## src/rtl/mem_arbiter.sv

```systemverilog
// ============================================================================
// Module   : mem_arbiter
// Brief    : Fetch/LSU arbiter and sequencer for a single-port memory
//            controller. Optional starvation guard: MEM_ARB_STARVE_GUARD_EN.
// Revision : 1.0 - initial release
// ============================================================================
`default_nettype none

module mem_arbiter #(
  parameter int                    ADDR_WIDTH   = 32,
  parameter int                    DATA_WIDTH   = 32,
  parameter logic [ADDR_WIDTH-1:0] IO_ADDR      = 32'h30000,
  parameter int                    STARVE_LIMIT = 4
) (
  input  logic                  clk_in,
  input  logic                  rst_in,
  input  logic                  rdy_in,
  input  logic                  if_req_in,
  input  logic [ADDR_WIDTH-1:0] if_addr_in,
  input  logic                  if_flush_in,
  output logic                  if_done_out,
  output logic [DATA_WIDTH-1:0] if_data_out,
  input  logic                  ls_req_in,
  input  logic                  ls_we_in,
  input  logic [ADDR_WIDTH-1:0] ls_addr_in,
  input  logic [DATA_WIDTH-1:0] ls_wdata_in,
  input  logic [1:0]            ls_size_in,
  output logic                  ls_done_out,
  output logic [DATA_WIDTH-1:0] ls_rdata_out,
  output logic                  mc_en_out,
  output logic                  mc_we_out,
  output logic [ADDR_WIDTH-1:0] mc_addr_out,
  output logic [DATA_WIDTH-1:0] mc_wdata_out,
  output logic [1:0]            mc_size_out,
  input  logic                  mc_done_in,
  input  logic [DATA_WIDTH-1:0] mc_rdata_in,
  input  logic                  io_buffer_full_in,
  output logic                  busy_out
);

  localparam logic [2:0] S_IDLE    = 3'd0;
  localparam logic [2:0] S_IO_HOLD = 3'd1;
  localparam logic [2:0] S_BUSY_IF = 3'd2;
  localparam logic [2:0] S_BUSY_LS = 3'd3;
  localparam logic [2:0] S_RELEASE = 3'd4;

  logic [2:0] state;
  logic [2:0] state_nxt;
  logic       kill;
  logic       if_ok;
  logic       grant_ls;
  logic       grant_if;
  logic       io_block;

  // A fetch that is being flushed in the same cycle is never worth starting.
  assign if_ok    = if_req_in & ~if_flush_in;
  assign io_block = ls_we_in & (ls_addr_in == IO_ADDR) & io_buffer_full_in;

`ifdef MEM_ARB_STARVE_GUARD_EN
  localparam logic [2:0] LIMIT = 3'(STARVE_LIMIT);

  logic [2:0] streak;
  logic       force_if;

  assign force_if = (streak == LIMIT) & ls_req_in & if_ok;
  assign grant_ls = ls_req_in & ~force_if;

  always_ff @(posedge clk_in or negedge rst_in) begin
    if (!rst_in) begin
      streak <= '0;
    end else if (rdy_in) begin
      if (!if_req_in) begin
        streak <= '0;
      end else if (state == S_IDLE) begin
        if (grant_ls) begin
          if (streak != 3'd7) streak <= streak + 3'd1;
        end else if (grant_if) begin
          streak <= '0;
        end
      end
    end
  end
`else
  assign grant_ls = ls_req_in;
`endif

  assign grant_if = if_ok & ~grant_ls;

  always_ff @(posedge clk_in or negedge rst_in) begin
    if (!rst_in) begin
      state <= S_IDLE;
    end else if (rdy_in) begin
      state <= state_nxt;
    end
  end

  always_comb begin
    state_nxt = state;
    case (state)
      S_IDLE: begin
        if (grant_ls)      state_nxt = io_block ? S_IO_HOLD : S_BUSY_LS;
        else if (grant_if) state_nxt = S_BUSY_IF;
      end
      S_IO_HOLD: if (!io_buffer_full_in) state_nxt = S_BUSY_LS;
      S_BUSY_IF,
      S_BUSY_LS: if (mc_done_in) state_nxt = S_RELEASE;
      S_RELEASE: state_nxt = S_IDLE;
      default:   state_nxt = S_IDLE;
    endcase
  end

  always_comb begin
    mc_en_out = (state == S_BUSY_IF) || (state == S_BUSY_LS);
    busy_out  = (state != S_IDLE);
  end

  always_ff @(posedge clk_in or negedge rst_in) begin
    if (!rst_in) begin
      mc_we_out    <= 1'b0;
      mc_addr_out  <= '0;
      mc_wdata_out <= '0;
      mc_size_out  <= 2'd0;
      if_done_out  <= 1'b0;
      if_data_out  <= '0;
      ls_done_out  <= 1'b0;
      ls_rdata_out <= '0;
      kill         <= 1'b0;
    end else if (rdy_in) begin
      if_done_out <= 1'b0;
      ls_done_out <= 1'b0;
      case (state)
        S_IDLE: begin
          if (grant_ls) begin
            mc_we_out    <= ls_we_in;
            mc_addr_out  <= ls_addr_in;
            mc_wdata_out <= ls_wdata_in;
            mc_size_out  <= ls_size_in;
          end else if (grant_if) begin
            mc_we_out    <= 1'b0;
            mc_addr_out  <= if_addr_in;
            mc_wdata_out <= '0;
            mc_size_out  <= 2'd2;
          end
        end
        S_BUSY_IF: begin
          if (if_flush_in) kill <= 1'b1;
          // The controller cannot abort, so a killed fetch completes silently.
          if (mc_done_in && !kill && !if_flush_in) begin
            if_done_out <= 1'b1;
            if_data_out <= mc_rdata_in;
          end
        end
        S_BUSY_LS: begin
          if (mc_done_in) begin
            ls_done_out  <= 1'b1;
            ls_rdata_out <= mc_rdata_in;
          end
        end
        S_RELEASE: kill <= 1'b0;
        default: ;
      endcase
    end
  end

endmodule

`default_nettype wire

```

## config.mk

```make
export PLATFORM = sky130hd
export DESIGN_NAME = mem_arbiter
export DESIGN_NICKNAME = d
export VERILOG_FILES = /design/src/rtl/mem_arbiter.sv
export SDC_FILE = /design/constraint.sdc
export NUM_CORES = 1
export LEC_CHECK = 0
export CAP_MARGIN = 40
export CORE_MARGIN = 2
export CORE_UTILIZATION = 44
export DETAILED_ROUTE_END_ITERATION = 10
export PLACE_DENSITY = 0.87
export SYNTH_ARGS = -nofsm -noshare
export SYNTH_HDL_FRONTEND = slang
export SYNTH_SLANG_ARGS = --single-unit
```

## constraint.sdc

```tcl
create_clock -name clk_in -period 2.6 [get_ports clk_in]
set_clock_uncertainty 0.05 [all_clocks]
set_input_delay 0.52 -clock clk_in [delete_from_list [all_inputs] [get_ports clk_in]]
set_output_delay 0.52 -clock clk_in [all_outputs]
set_load 0.01 [all_outputs]
```

==> metrics.md, run 1 <==
| Metric | Value |
|---|---|
| Area growth syn-to-layout | `65.7%` |
| Worst setup path end | `busy_out` |
| Synth Instances | `471` |
| Post-CTS Resized | `0` |
| CTS Buf Count | `17` |
| ANT nets after route | `0` |
| Top_reg_cell synth | `dfrtp_1` |
| Worst reg2reg endpoint | `state[2]` |
| Die height | `117 µm` |
| CTS clock-pin slew for the worst setup and hold paths | `60 ps` |
| Global-route wire length before repair | `25,600 µm` |
| RSZ-0062 raised after global routing | `no` |
| Total congestion overflow | `0` |
| # H-tree levels | `4` |
| Crit. End Element | `primary output` |
| 1st-pass router iterations | `5` |
| Die X | `117 µm` |
| # Post-CTS Setup Buffers | `0` |
| Clock root cell | `clkbuf_16` |
| Mean post-synth cell area | `11.9 µm²` |
| Vias in the first global route | `4,938` |
| Final hold viol count | `0` |
| Commonest non-fill, non-tap cell in the layout | `clkdlybuf4s50_1` |
| CP Launch Type | `flip-flop` |
| Worst skew pair latency | `410 ps` |
| 1st-iter DRT viols | `215` |
| Fraction of layout cells with a size suffix above 1 | `0.150` |
| Share of the yosys chip area belonging to registers | `0.612` |
| Mapped cell area | `0.00561 mm²` |
| Routed WL per cell | `18.0 µm` |
| EDFF count, synth | `0` |
| Largest net degree at the start of global routing | `57` |
| CTS tree | `built` |
| Period utilization | `0.908` |
| Post-Layout Cell Count | `933` |
| FF-to-FF path depth | `5` |
| Clk sinks | `137` |
| Port Buffers | `273` |
| CP max FO | `8` |
| Post-synth ARST share | `1.00` |
| Reg2reg setup slack | `660 ps` |
| Area of the core | `0.0125 mm²` |
| WS Path Type | `reg -> out` |
| Final Max Tran Viols | `0` |
| Slew HR | `0.623` |
| Fmax | `424 MHz` |
| Top-level I/O count | `274` |
| Final #Nets | `887` |
| Max Buffers Root-to-Sink | `2` |
| Maxcap violations | `0` |
| Worst-margin pin slew | `560 ps` |
| Worst Hold Class | `in -> async` |
| Hpwl dp | `12,300 µm` |
| PD cells | `1080 mW/mm²` |
| Util after Layout | `0.742` |
| Initial antenna violation count | `0` |
| Final Setup Violations | `0` |
| DRC | `0` |
| Total Routing Usage GR | `0.248` |
| Leakage | `0.00412 µW` |
| GPL Wtd Cong | `0.872` |
| Final WS setup | `240 ps` |
| Most frequent cells in the layout | `clkdlybuf4s50_1, dfrtp_1, nand2_1, o21ai_0, mux2_2` |
| N_diodes | `0` |
| Die Footprint | `0.0137 mm²` |
| Synth warn | `0` |
| Initial Util | `0.448` |
| Reg2reg start | `state[1]` |
| Outcome | `complete, no violations` |
| Routed WL | `16,800 µm` |
| Flops & latches, synth | `137` |
| Tmin final | `2360 ps` |
| DP Worst Slack | `194 ps` |
| Row Count | `41` |
| Worst endpoint required time | `2030 ps` |
| Yosys cell types | `32` |
| Crit path from | `state[1]` |
| Setup TNS | `0 ps` |
| Max VDD drop | `0.564 mV` |
| CP Data Arrival Time | `1790 ps` |
| Hold_buf cts | `0` |
| Post-DR vias/cell | `5.09` |
| Synth Net Count | `610` |
| Placed Instances | `901` |
| Via count | `4,748` |
-- synth_stat cells (all sizes together), types with 2 or more instances --
cell / n / share of area
nand2: 102 / 0.068
nor3: 4 / 0.0074
inv: 4 / 0.0027
nand3: 2 / 0.0018
mux2i: 32 / 0.057
dfrtp: 137 / 0.61
nor4: 4 / 0.0045
mux2: 65 / 0.13
nor4b: 3 / 0.0047
nand2b: 2 / 0.0022
o21ai: 71 / 0.063
buf: 15 / 0.015
or4: 2 / 0.0027
nor2b: 2 / 0.0022
clkbuf: 13 / 0.0087
-- registers in the layout (all words and copies together), names as in the netlist --
register	cells
if_data_out	32
if_done_out	1
kill	1
ls_done_out	1
ls_rdata_out	32
mc_addr_out	32
mc_size_out	2
mc_wdata_out	32
mc_we_out	1
state	3
-- where the power goes --
| part | internal (µW) | switching, µW | total [µW] | leakage [µW] |
|---|---|---|---|---|
| registers | 3020 | 525 | 3540 | 0.00176 |
| clock network | 1850 | 890 | 2740 | 0.000323 |
| logic | 2240 | 1540 | 3780 | 0.00204 |
| total | 7110 | 2960 | 10100 | 0.00412 |
-- cell type report --
type | count | area [µm²]
sequential | 137 | 3430
multi-input combinational | 302 | 2040
fill | 873 | 3230
clock buffer | 21 | 460
inverter | 4 | 15.0
tap | 172 | 215
clock inverter | 11 | 218
timing repair buffer | 286 | 2910
-- worst max-delay path: stages (launching register included) --
cell and delay [ps]:
dfrtp_1 460, nor3_2 300, inv_1 90, clkdlybuf4s50_1 530
-- stage by stage --
step	hold WS [ps]	instance area, µm²	power (µW)
4_1_cts	31.3	9290	10200
3_5_place_dp	420	8610	7350
5_1_grt	62.7	9290	10600
2_1_floorplan	174	5610	4870
3_3_place_gp	411	8610	7170
6_report	29.2	9290	10100
-- worst min-delay path by stage --
| stage | start | end | slack, ps |
|---|---|---|---|
| 2_1_floorplan | rst_in | if_data_out[0] | 170 |
| 3_3_place_gp | mc_wdata_out[17] | mc_wdata_out[17] | 410 |
| 3_5_place_dp | mc_size_out[0] | mc_size_out[0] | 420 |
| 4_1_cts | rst_in | if_data_out[23] | 30 |
| 5_1_grt | rst_in | ls_rdata_out[24] | 60 |
| 6_report | rst_in | if_data_out[23] | 30 |
-- routing by layer --
layer,track usage,up-vias,part of all wire
li1,-,2182,-
met1,0.277,2305,0.38
met2,0.430,212,0.51
met3,0.0757,49,0.074
met4,0.128,0,0.040
met5,0,-,0
-- kinds of logic (layout without fill, tap and decap cells) --
group           count (synthesis)  after routing  share of synthesized area
flops                         137            137                      0.612
simple gates                  127            127                      0.101
buf+inv                        32            322                     0.0261
compound gates                 78             78                     0.0739
mux                            97             97                      0.188
Note: power is estimated with default switching activity, not from simulation.
==> run 2: changes to the inputs <==
--- a/constraint.sdc
+++ b/constraint.sdc
@@ -4,2 +4,2 @@
 set_output_delay 0.52 -clock clk_in [all_outputs]
-set_load 0.01 [all_outputs]
+set_load 0.05 [all_outputs]
==> run 2 against run 1 <==
The flow now finishes with violations (hold timing). First-iteration DRC count is 5.6% lower. Setup slack better by 29 ps. Sequential share of layout area is 0.64 points higher. Power is 23% higher. Largest power group unchanged. Global-route usage is 0.11 points lower. Hold slack worse by 39 ps.
==> metrics.md, run 2 (same netlist as run 1, synthesis figures left out) <==
| Metric | Value |
|---|---|
| Fmax | `429 MHz` |
| Area growth syn-to-layout | `62.9%` |
| Hold_buf cts | `0` |
| Initial Util | `0.448` |
| DRC | `0` |
| Routed WL per cell | `18.3 µm` |
| PD cells | `1360 mW/mm²` |
| 1st-pass router iterations | `4` |
| Initial antenna violation count | `0` |
| Worst skew pair latency | `410 ps` |
| Failing checks | `hold timing` |
| Crit path from | `state[1]` |
| Internal Power | `6720 µW` |
| Tmin final | `2330 ps` |
| Worst-margin pin slew | `561 ps` |
| Crit-path slowest cell | `dlygate4sd2_1` |
| Hpwl dp | `12,100 µm` |
| WS Path Type | `reg -> out` |
| Max Buffers Root-to-Sink | `2` |
| CP Launch Type | `flip-flop` |
| Crit. End Element | `primary output` |
| Total congestion overflow | `0` |
| CP max FO | `8` |
| CP cell instances | `nor3_2 -> inv_1 -> dlygate4sd2_1` |
| Fraction of layout cells with a size suffix above 1 | `0.146` |
| Final WS setup | `269 ps` |
| Clock power frac | `0.194` |
| Vias in the first global route | `4,924` |
| Die height | `117 µm` |
| Setup TNS | `0 ps` |
| Psw | `5680 µW` |
| Met1 usage | `0.281` |
| Period utilization | `0.897` |
| Seq pwr share | `0.287` |
| CP Buf/Inv Count | `2` |
| Met3 GRT Util | `0.0736` |
| Die X | `117 µm` |
| N_diodes | `0` |
| 1st-iter DRT viols | `203` |
| Outcome | `finished, violations left` |
| Commonest non-fill, non-tap cell in the layout | `clkdlybuf4s50_1` |
| Area of the core | `0.0125 mm²` |
| Final #Nets | `882` |
| Family with the most delay on the worst path | `buffers and inverters` |
| CTS clock-pin slew for the worst setup and hold paths | `60 ps` |
| Global-route wire length before repair | `25,500 µm` |
| Top-level I/O count | `274` |
| Grt peak-use layer | `met2` |
| GPL Wtd Cong | `0.886` |
| Final Setup Violations | `0` |
| Port Buffers | `273` |
| Post-DR vias/cell | `5.01` |
| DP Worst Slack | `235 ps` |
| Clock root cell | `clkbuf_16` |
| Row Count | `41` |
| Worst reg2reg endpoint | `state[2]` |
| CTS Buf Count | `17` |
| FF-to-FF path depth | `5` |
| CTS tree | `built` |
| Filler cells | `870` |
| ANT nets after route | `0` |
| Slew HR | `0.624` |
| Total Routing Usage GR | `0.247` |
| Hold_ws | `-9.96 ps` |
| # H-tree levels | `4` |
| Max VDD drop | `0.807 mV` |
| Clk sinks | `137` |
| Final Max Tran Viols | `0` |
| Leakage | `0.00406 µW` |
| CP Data Arrival Time | `1760 ps` |
| Net Sw Frac | `0.458` |
| Reg2reg setup slack | `620 ps` |
| Routed WL | `17,000 µm` |
| Most frequent cells in the layout | `clkdlybuf4s50_1, dfrtp_1, nand2_1, o21ai_0, mux2_2` |
| Worst endpoint required time | `2030 ps` |
| Crit path largest cell delay | `460 ps` |
| Largest net degree at the start of global routing | `106` |
| Worst setup path end | `busy_out` |
| Final hold viol count | `6` |
| Comb pwr share | `0.519` |
| RSZ-0062 raised after global routing | `no` |
| Maxcap violations | `0` |
| Die Footprint | `0.0137 mm²` |
| Worst Hold Class | `in -> async` |
| Stages on worst setup path | `3` |
| Met2 Usage GRT | `0.424` |
| Reg2reg start | `state[1]` |
| Via count | `4,643` |
## run 2: cell types whose count changed in the layout (fill, tap and decap cells not counted)
cell / previous run / this run
dlygate4sd2_1: 0 / 1
clkinv_2: 1 / 5
bufinv_16: 6 / 3
buf_12: 7 / 4
clkinv_4: 2 / 1
clkdlybuf4s50_1: 271 / 269
buf_4: 6 / 4
dlymetal6s2s_1: 0 / 1
clkbuf_1: 2 / 0
clkinvlp_4: 2 / 4
clkbuf_8: 2 / 1
## run 2: power by group through the flow
| stage | Clock [µW] | Sequential, µW | Combinational (µW) |
|---|---|---|---|
| after floorplan | 0 | 6500 | 1030 |
| after global placement | 0 | 3500 | 6310 |
| after detailed placement | 0 | 3560 | 6430 |
| after CTS | 2450 | 3550 | 6470 |
| after global routing | 2560 | 3640 | 6700 |
| final | 2410 | 3550 | 6430 |
## run 2: cell type report
cell class                      count  area, µm²  share of cell area
Timing Repair Buffer              281       2840               0.311
Tap cell                          172        215              0.0236
Sequential cell                   137       3430               0.375
Multi-Input combinational cell    302       2040               0.223
Clock buffer                       18        439              0.0481
Clock inverter                     13        154              0.0169
Inverter                            4       15.0             0.00164
## run 2: how the worst min path moves through the flow
stage                      from               end  slack [ps]  depth (start not counted)
2_1_floorplan            rst_in    if_data_out[0]         170                          0
3_3_place_gp   mc_wdata_out[17]  mc_wdata_out[17]         410                          2
3_5_place_dp   mc_wdata_out[13]  mc_wdata_out[13]         420                          2
4_1_cts                  rst_in  ls_rdata_out[24]         0.7                          1
5_1_grt                  rst_in   if_data_out[23]          20                          1
6_report                 rst_in   ls_rdata_out[0]         -10                          1
## run 2: routing by layer
layer	part of all wire	wire length (µm)	vias to the layer above
li1	-	-	2170
met1	0.38	6400	2232
met2	0.52	8790	194
met3	0.071	1210	47
met4	0.035	603	0
met5	0	0	-
## run 2: through the flow
stage / cell area, µm² / util / total power, µW / cells / hold slack (ps)
after global placement: 8540 / 0.682 / 9810 / 896 / 411
after floorplan: 5610 / - / 7530 / 471 / 174
final: 9130 / 0.730 / 12400 / 927 / -9.96
after detailed placement: 8540 / 0.682 / 9990 / 896 / 419
after CTS: 9130 / 0.729 / 12500 / 927 / 0.684
after global routing: 9130 / 0.730 / 12900 / 927 / 22.8
## run 2: repair_timing
action                     in CTS  in global routing
setup endpoints to repair       1                  1
buffers inserted                0                  0
gates resized for setup         1                  1
pin swaps                       0                  0
## run 2: worst register-to-register path, stage by stage, from the launching register on
cell and delay [ps]:
dfrtp_1 450, nor3_2 330, inv_1 110, o31ai_1 510
nor2_1 120, mux2_2 290
==> run 3: changes to the inputs <==
CORE_MARGIN = 1   (was 2)
CTS_CLUSTER_SIZE = 8   (was unset)
==> run 3 against run 2 <==
The run now ends clean. Sequential share of layout area up 0.19 points. Global-route usage is 0.71 points higher. Power fell by 1.6%. Critical path type unchanged. Critical endpoint unchanged.
==> metrics.md, run 3 (same netlist as run 1, synthesis figures left out) <==
| Metric | Value |
|---|---|
| Outcome | `complete, no violations` |
| Worst endpoint required time | `2030 ps` |
| Crit-path slowest cell | `dfrtp_1` |
| Largest net degree at the start of global routing | `101` |
| Worst Hold Class | `in -> async` |
| Fraction of layout cells with a size suffix above 1 | `0.143` |
| Post-DR vias/cell | `5.03` |
| Initial Util | `0.459` |
| Tmin final | `2320 ps` |
| Die height | `115 µm` |
| Clk sinks | `137` |
| ANT nets after route | `0` |
| Routed WL per cell | `17.8 µm` |
| Util after Layout | `0.744` |
| Worst skew pair latency | `410 ps` |
| Worst-margin pin slew | `601 ps` |
| Finished layout cell area | `0.00908 mm²` |
| 1st-iter DRT viols | `226` |
| Final Setup Violations | `0` |
| Most frequent cells in the layout | `clkdlybuf4s50_1, dfrtp_1, nand2_1, o21ai_0, mux2_2` |
| Maxcap violations | `0` |
| CP Data Arrival Time | `1750 ps` |
| Final #Nets | `881` |
| CP Launch Type | `flip-flop` |
| DP Worst Slack | `202 ps` |
| PD cells | `1340 mW/mm²` |
| Hpwl dp | `12,100 µm` |
| Final hold viol count | `0` |
| FF+latch area | `0.00343 mm²` |
| Die X | `115 µm` |
| CTS clock-pin slew for the worst setup and hold paths | `60 ps` |
| Port Buffers | `273` |
| RSZ-0062 raised after global routing | `no` |
| Period utilization | `0.893` |
| Area of the core | `0.0122 mm²` |
| Total congestion overflow | `0` |
| Total Power | `12,200 µW` |
| Vias in the first global route | `4,844` |
| Initial antenna violation count | `0` |
| Crit. End Element | `primary output` |
| Global-route wire length before repair | `25,000 µm` |
| WS Path Type | `reg -> out` |
| Fmax | `431 MHz` |
| Via count | `4,647` |
| Clock root cell | `clkbuf_16` |
| Area growth syn-to-layout | `62.1%` |
| Commonest non-fill, non-tap cell in the layout | `clkdlybuf4s50_1` |
| Max VDD drop | `0.866 mV` |
| Final WS setup | `279 ps` |
| Max Buffers Root-to-Sink | `2` |
| Die Footprint | `0.0132 mm²` |
| 1st-pass router iterations | `4` |
| DRC | `0` |
| N_diodes | `0` |
| Final Max Tran Viols | `0` |
| CTS tree | `built` |
| Setup TNS | `0 ps` |
| Row Count | `40` |
| Leakage | `0.00404 µW` |
| Footprint of the multi-input gates | `0.00204 mm²` |
| Filler cells | `833` |
| Placed instance area | `0.00852 mm²` |
| CP max FO | `8` |
| Top-level I/O count | `274` |
| # H-tree levels | `4` |
| Slew HR | `0.599` |
| CTS Buf Count | `17` |
| Routed WL | `16,400 µm` |
| GPL Wtd Cong | `0.802` |
| Total Routing Usage GR | `0.254` |
| Crit path largest cell delay | `460 ps` |
| CP cell instances | `nor3_2 -> inv_1 -> dlygate4sd2_1` |
-- run 3: cell count changes in the layout (fill, tap and decap cells not counted) --
cell	previous run	this run
clkbuf_1	0	2
clkinv_4	1	3
clkbuf_8	1	2
clkinvlp_4	4	3
bufinv_16	3	1
clkinv_2	5	4
buf_4	4	3
-- run 3: final timing paths --
check,startpoint,to,slack (ps),cells after the start
setup reg to reg,state[1],state[2],610,5
min in group clk_in,mc_wdata_out[15],mc_wdata_out[15],430,2
hold reg to reg,mc_wdata_out[15],mc_wdata_out[15],430,2
setup / recovery,state[1],busy_out,280,3
max in group asynchronous,rst_in,mc_addr_out[17],1690,2
hold / removal,rst_in,ls_rdata_out[1],40,1
-- run 3: stage by stage --
stage | hold WS, ps | std cells
5_1_grt | 74.9 | 923
3_3_place_gp | 409 | 891
2_1_floorplan | 174 | 471
4_1_cts | 50.6 | 923
3_5_place_dp | 420 | 891
6_report | 40.3 | 923
-- run 3: repair_timing --
| action | CTS | global route |
|---|---|---|
| resized for setup | 1 | 1 |
| hold buffers | 0 | 0 |
| setup buffers | 0 | 0 |
| endpoints found under the setup margin | 1 | 1 |
| pin swaps | 0 | 0 |
-- run 3: cell type report --
type | count | share of cell area
flip-flops and latches | 137 | 0.377
repair buffers | 280 | 0.312
multi-input cells | 302 | 0.224
clock buffers | 21 | 0.0507
well taps | 168 | 0.0231
clock inverters | 11 | 0.0109
inverters | 4 | 0.00165
-- run 3: report_power, final --
group          switching, µW  total (µW)  internal [µW]
registers                514        3530           3020
clock network            884        2250           1360
logic                   4230        6410           2180
-- run 3: metal layers --
metal / global-route usage / up-vias / share of wire
li1: - / 2170 / -
met1: 0.270 / 2263 / 0.36
met2: 0.458 / 181 / 0.54
met3: 0.0812 / 33 / 0.070
met4: 0.120 / 0 / 0.030
met5: 0 / - / 0
-- run 3: critical path: cells and delay by family (launching register included) --
family        cells  cell delay, ps
buf+inv           2             560
flops             1             460
simple gates      1             310
